`src/rtl/gpo_timed_dispatcher_pkg.sv`:
```
// Shared types and field layout for the timed GPO dispatcher.
// Entries are 128 bits: dest/upper data, 64-bit timestamp, 32-bit data.
package gpo_dispatch_pkg;

    localparam int TS_WIDTH = 64;
    localparam int MIN_GAP  = 3;

    localparam int TS_MSB   = 95;
    localparam int TS_LSB   = 32;
    localparam int DEST_LSB = 96;
    localparam int DATA_MSB = 31;

    typedef logic [127:0] entry_t;

    typedef enum logic [1:0] {
        IDLE,
        LOAD,
        WAIT
    } state_t;

endpackage

```
`src/rtl/gpo_timed_dispatcher_if.sv`:
```
// FIFO read side and GPO broadcast bus of the dispatcher.
// master = dispatcher, slave = FIFO plus channel cores.
interface gpo_timed_dispatcher_if;
    import gpo_dispatch_pkg::*;

    entry_t fifo_dout;
    logic   fifo_empty;
    logic   fifo_rd_en;
    entry_t gpo_in;
    logic   counter_matched;

    modport master (
        input  fifo_dout,
        input  fifo_empty,
        output fifo_rd_en,
        output gpo_in,
        output counter_matched
    );

    modport slave (
        output fifo_dout,
        output fifo_empty,
        input  fifo_rd_en,
        input  gpo_in,
        input  counter_matched
    );

endinterface

```
`src/rtl/gpo_timed_dispatcher_ts_counter.sv`:
```
// Free-running timestamp counter; clear beats run, wraps silently.
module gpo_ts_counter #(
    parameter int WIDTH = 64
) (
    input  logic             i_clk,
    input  logic             i_rst,
    input  logic             i_run,
    input  logic             i_clear,
    output logic [WIDTH-1:0] o_count
);

    logic [WIDTH-1:0] r_count;

    always_ff @(posedge i_clk or posedge i_rst) begin
        if (i_rst) begin
            r_count <= '0;
        end else if (i_clear) begin
            r_count <= '0;
        end else if (i_run) begin
            r_count <= r_count + 1'b1;
        end
    end

    assign o_count = r_count;

endmodule

```
`src/rtl/gpo_timed_dispatcher.sv`:
```
// Pops timed entries from the FIFO and broadcasts each when the counter
// reaches its timestamp; entries already in the past are reported late.
module gpo_timed_dispatcher
    import gpo_dispatch_pkg::*;
#(
    parameter int TS_W = TS_WIDTH
) (
    input  logic                   CLK100MHZ,
    input  logic                   reset,
    input  logic                   run,
    input  logic                   counter_clear,
    input  logic                   error_clear,
    gpo_timed_dispatcher_if.master gpo,
    output logic [TS_W-1:0]        counter_value,
    output logic                   late_error,
    output entry_t                 late_data
);

    state_t r_state;
    state_t w_next;

    entry_t r_entry;
    entry_t r_gpo;
    entry_t r_late_data;
    logic   r_matched;
    logic   r_late_error;

    logic            w_rd;
    logic            w_load;
    logic            w_match;
    logic            w_late;
    logic [TS_W-1:0] w_cnt;
    logic [TS_W-1:0] w_ts;

    gpo_ts_counter #(
        .WIDTH (TS_W)
    ) u_counter (
        .i_clk   (CLK100MHZ),
        .i_rst   (reset),
        .i_run   (run),
        .i_clear (counter_clear),
        .o_count (w_cnt)
    );

    assign w_ts = r_entry[TS_MSB:TS_LSB];

    always_ff @(posedge CLK100MHZ or posedge reset) begin
        if (reset) begin
            r_state <= IDLE;
        end else begin
            r_state <= w_next;
        end
    end

    always_comb begin
        w_next  = r_state;
        w_rd    = 1'b0;
        w_load  = 1'b0;
        w_match = 1'b0;
        w_late  = 1'b0;
        case (r_state)
            IDLE: begin
                if (!gpo.fifo_empty) begin
                    w_rd   = 1'b1;
                    w_next = LOAD;
                end
            end
            LOAD: begin
                w_load = 1'b1;
                w_next = WAIT;
            end
            WAIT: begin
                // Unsigned compare: a counter past the timestamp means late.
                if (w_cnt == w_ts) begin
                    w_match = 1'b1;
                    w_next  = IDLE;
                end else if (w_cnt > w_ts) begin
                    w_late = 1'b1;
                    w_next = IDLE;
                end
            end
            default: w_next = IDLE;
        endcase
    end

    always_ff @(posedge CLK100MHZ or posedge reset) begin
        if (reset) begin
            r_entry      <= '0;
            r_gpo        <= '0;
            r_matched    <= 1'b0;
            r_late_error <= 1'b0;
            r_late_data  <= '0;
        end else begin
            if (w_load) begin
                r_entry <= gpo.fifo_dout;
            end
            r_matched <= w_match;
            if (w_match) begin
                r_gpo <= r_entry;
            end
            // A late event in the clear cycle wins and recaptures.
            if (w_late) begin
                r_late_error <= 1'b1;
                if (!r_late_error || error_clear) begin
                    r_late_data <= r_entry;
                end
            end else if (error_clear) begin
                r_late_error <= 1'b0;
                r_late_data  <= '0;
            end
        end
    end

    assign gpo.fifo_rd_en      = w_rd;
    assign gpo.gpo_in          = r_gpo;
    assign gpo.counter_matched = r_matched;
    assign counter_value       = w_cnt;
    assign late_error          = r_late_error;
    assign late_data           = r_late_data;

endmodule
```
`src/flat_wrapper.sv`:
```
// flat-port wrapper written by rule: the top's interface ports become plain ports
module gpo_timed_dispatcher_flat import gpo_dispatch_pkg::*;
#(
    parameter int TS_W = TS_WIDTH
)
  (CLK100MHZ, reset, run, counter_clear, error_clear, counter_value, late_error, late_data, gpo_fifo_dout, gpo_fifo_empty, gpo_fifo_rd_en, gpo_gpo_in, gpo_counter_matched);
  gpo_timed_dispatcher_if gpo_i ();
  input  logic CLK100MHZ;
  input  logic reset;
  input  logic run;
  input  logic counter_clear;
  input  logic error_clear;
  output logic [TS_W-1:0] counter_value;
  output logic late_error;
  output entry_t late_data;
  input wire logic [$bits(gpo_i.fifo_dout)-1:0] gpo_fifo_dout;
  input wire logic [$bits(gpo_i.fifo_empty)-1:0] gpo_fifo_empty;
  output wire logic [$bits(gpo_i.fifo_rd_en)-1:0] gpo_fifo_rd_en;
  output wire logic [$bits(gpo_i.gpo_in)-1:0] gpo_gpo_in;
  output wire logic [$bits(gpo_i.counter_matched)-1:0] gpo_counter_matched;
  assign gpo_i.fifo_dout = gpo_fifo_dout;
  assign gpo_i.fifo_empty = gpo_fifo_empty;
  assign gpo_fifo_rd_en = gpo_i.fifo_rd_en;
  assign gpo_gpo_in = gpo_i.gpo_in;
  assign gpo_counter_matched = gpo_i.counter_matched;
  gpo_timed_dispatcher #(.TS_W(TS_W)) u_core (.CLK100MHZ(CLK100MHZ), .reset(reset), .run(run), .counter_clear(counter_clear), .error_clear(error_clear), .gpo(gpo_i), .counter_value(counter_value), .late_error(late_error), .late_data(late_data));
endmodule
```
`config.mk`:
```
export PLATFORM = sky130hd
export DESIGN_NAME = gpo_timed_dispatcher_flat
export DESIGN_NICKNAME = d
export VERILOG_FILES = /design/src/rtl/gpo_timed_dispatcher_pkg.sv /design/src/rtl/gpo_timed_dispatcher_if.sv /design/src/rtl/gpo_timed_dispatcher_ts_counter.sv /design/src/rtl/gpo_timed_dispatcher.sv /design/src/flat_wrapper.sv
export SDC_FILE = /design/constraint.sdc
export NUM_CORES = 1
export LEC_CHECK = 0
export ABC_AREA = 1
export CORE_MARGIN = 1.5
export CORE_UTILIZATION = 32
export CTS_CLUSTER_DIAMETER = 80
export DETAILED_ROUTE_END_ITERATION = 10
export GPL_ROUTABILITY_DRIVEN = 0
export SLEW_MARGIN = 20
export SYNTH_ARGS = -nofsm -noshare
export SYNTH_HDL_FRONTEND = slang
export SYNTH_HIERARCHICAL = 1
export SYNTH_SLANG_ARGS = --single-unit
```
`constraint.sdc`:
```
create_clock -name CLK100MHZ -period 19.65 [get_ports CLK100MHZ]
set_input_delay 1.965 -clock CLK100MHZ [delete_from_list [all_inputs] [get_ports CLK100MHZ]]
set_output_delay 1.965 -clock CLK100MHZ [all_outputs]
set_load 0.005 [all_outputs]
```
==> impl_metrics.py <==
metrics = {
    "layout": {
        "syn_to_final_growth_pct": 34.8,
        "drive_gt1_share_pct": 7.65,
        "fin_area_um2": 27400,
        "fill_cells": 6121,
        "final_common_cell": "nand2_1",
        "nNetsFinal": 2942,
        "mostFrequentLayoutCells": "nand2_1, clkdlybuf4s50_1, dfrtp_1, nor2_1, nand3_1",
    },
    "detailed_routing": {
        "antenna_left": 0,
        "viasPerCell": 4.75,
        "vias": 17240,
        "drtIter0Drc": 1131,
        "dr.pass1.iters": 5,
        "wl_per_cell_um": 18.0,
        "drc": 0,
        "drt_wl_total_um": 65400,
    },
    "placed_design": {
        "preCtsSetupSlack_ns": 14.36,
        "place_hpwl_um": 47000,
        "dpl_cell_area_um2": 25500,
        "portBuffers": 456,
    },
    "synth": {
        "synthMuxAreaShare_pct": 3.54,
        "syn_avg_cell_area_um2": 8.80,
        "synth_flop_cell": "dfrtp_1",
        "synth_enable_flop_cells": 0,
        "synthSimpleGateAreaFrac_pct": 25.3,
        "synth_compound_area_share_pct": 5.94,
        "syn-num-nets": 2513,
        "synth_fa_ha_area_share_pct": 3.99,
        "synth-xor-area-share_pct": 0.0430,
        "syn_inst": 2314,
        "synth-async-reset-ratio_pct": 100,
        "synth_top_family_by_area": "simple AND/OR/NAND/NOR gates",
        "seq_area_frac_synth_pct": 55.5,
        "yosys_register_bits": 452,
        "synth_area_um2": 20400,
        "yosys_warnings": 6,
        "ys_types": 36,
    },
    "pwr": {
        "power_mw": 2.60,
        "comb_power_share_pct": 14.9,
        "peakVddDrop_uv": 70.1,
        "netSwitchingPower_mw": 0.725,
        "p_seq_share_pct": 44.5,
        "swShare_pct": 27.9,
        "p_int_mw": 1.87,
        "pwr-share-clk_pct": 40.6,
        "p_leak_nw": 13.1,
        "p_per_area_nw_per_um2": 94.6,
    },
    "sta": {
        "finalCritPeriodShare_pct": 25.5,
        "drv_slew": 0,
        "fin_crit_ns": 5.00,
        "whs_ns": 0.469,
        "setup_tns_ns": 0,
        "setup_viol_count_final": 0,
        "slew_headroom_pct": 27.0,
        "fin_skew_ns": 0.0261,
        "setup_slack_ns": 14.65,
        "hold_violations": 0,
        "worst_pin_slew_ns": 1.09,
        "fmax_ghz": 0.200,
        "rsz0062_at_grt": "no",
    },
    "floorplan": {
        "initial_utilization_pct": 32.3,
        "core_area_um2": 63000,
        "std_cell_rows": 92,
        "ios": 457,
        "die-area_um2": 65200,
        "die_w_um": 255,
        "die_h_um": 255,
    },
    "worst_setup_path": {
        "crit_slowest_cell": "clkdlybuf4s50_1",
        "startpoint_type": "input pin",
        "endpoint_kind": "output port",
        "crit_arrival_ns": 3.04,
        "slowest_delay_ns": 0.52,
        "crit_fanout": 2,
        "crit_buf_inv": 2,
        "crit_path_frequent_cell": "clkdlybuf4s50_1",
        "path_cells": "clkdlybuf4s50_1 > nor3_1 > clkdlybuf4s50_1",
        "crit_family": "buffers and inverters",
        "setup.worst_path.class": "input pin to output port",
        "crit_required_ns": 17.68,
    },
    "clock_tree": {
        "cts_resized": 0,
        "clkTransAtPathRegs_ns": 0.06,
        "cts_hold_buf": 0,
        "cts_setup_buffers": 0,
        "cts_tree": "yes",
        "cts_root_buf": "clkbuf_16",
        "numCtsBuffers": 54,
        "cts_max_path_buffers": 3,
        "clock-sinks": 452,
        "h-tree-depth": 2,
        "clk_latency_ns": 0.60,
    },
    "worst_hold_path": {
        "hold_class": "register to register",
    },
    "job": {
        "maxCapViolCount": 0,
    },
    "global_route": {
        "grt_overflow_total": 0,
        "first_global_vias": 17144,
        "antenna_found_initial": 5,
        "grt_pass1_wl_um": 99700,
        "grt_usage_pct": 19.9,
        "grt_max_degree": 126,
    },
    "status": {
        "status": "finished, final reports clean",
    },
}
per-stage QoR:
| step | utilization, % | std cells |
|---|---|---|
| after floorplan | - | 2314 |
| after global placement | 40.6 | 3533 |
| after detailed placement | 40.6 | 3533 |
| after CTS | 43.6 | 3632 |
| after global routing | 43.6 | 3632 |
| final | 43.6 | 3633 |
tightest hold or removal path, stage by stage, from the launching register on:
cell,delay (ns)
dfrtp_1,0.34
nand2_1,0.05
nand2_1,0.04
power by group through the flow:
stage | clock [mW] | sequential, mW | combinational (mW)
after floorplan | 0 | 1.14 | 0.276
after global placement | 0 | 1.17 | 0.379
after detailed placement | 0 | 1.17 | 0.392
after CTS | 1.08 | 1.15 | 0.394
after global routing | 1.12 | 1.17 | 0.440
final | 1.05 | 1.16 | 0.386
cell families after synthesis:
| logic type | count (synthesis) |
|---|---|
| AOI/OAI and AO/OA | 234 |
| buffers and inverters | 245 |
| and+or+nand+nor | 1253 |
| xor gates and xnor gates | 1 |
| DFF | 452 |
| adders and majority gates | 65 |
| muxes | 64 |
path summary, 6_finish.rpt:
| check | slack [ns] | from | to | depth (start not counted) |
|---|---|---|---|---|
| min in group asynchronous | 1.98 | reset | u_core/gpo.gpo_in[58] | 2 |
| min reg2reg | 0.47 | u_core/gpo.gpo_in[125] | u_core/gpo.gpo_in[125] | 2 |
| min | 0.47 | u_core/gpo.gpo_in[125] | u_core/gpo.gpo_in[125] | 2 |
| max in group asynchronous | 15.38 | reset | u_core/gpo.gpo_in[110] | 4 |
| max | 14.65 | gpo_fifo_empty | gpo_fifo_rd_en | 3 |
| max reg2reg | 14.95 | u_core/u_counter/o_count[45] | u_core/late_data[74] | 12 |
cell usage after synthesis, types with 5 or more instances:
library cell  number  share of area, %
buf_4             32               1.2
o21a_1             7              0.26
buf_6             13              0.72
dfrtp_1          452                56
nor2_2             8              0.25
nor3_1             9              0.22
nand3_1          158               3.9
inv_1            145               2.7
nor2_4            10              0.55
buf_1              6              0.11
nand2_2            6              0.18
clkbuf_1          41              0.76
a21oi_1          126               3.1
buf_2              5              0.12
and2_1             5              0.15
o21ai_0           93               2.3
nor2_1           254               4.7
nand4_1           15              0.46
nand2_1          775                14
mux2_2            64               3.5
ha_1              65               4.0
flip-flops by register name, indices dropped and copies added, names as in the netlist:
register	count
u_core/r_entry	128
u_core/u_counter/o_count	64
u_core/late_data	128
u_core/r_state	2
u_core/gpo.counter_matched	1
u_core/late_error	1
u_core/gpo.gpo_in	128
layout make-up:
class                      instances  area [um2]  area share [%]
antenna                            1        2.50         0.00912
inverter                         148         567            2.07
clock buffer                      68        1480            5.41
clock inverter                    31         413            1.50
sequential                       452       11300            41.2
tap                              846        1060            3.86
multi-input combinational       1617        7940            28.9
timing repair buffer             470        4670            17.0
per-layer routing:
layer	vias to the layer above	part of all wire [%]	wire length (um)	GRT usage, %
li1	8257	-	-	-
met1	8288	42	27700	25.9
met2	579	47	30900	32.4
met3	110	7.8	5140	5.27
met4	6	2.5	1660	5.92
met5	-	0.064	42	0
Power figures use the tool's default switching activity.
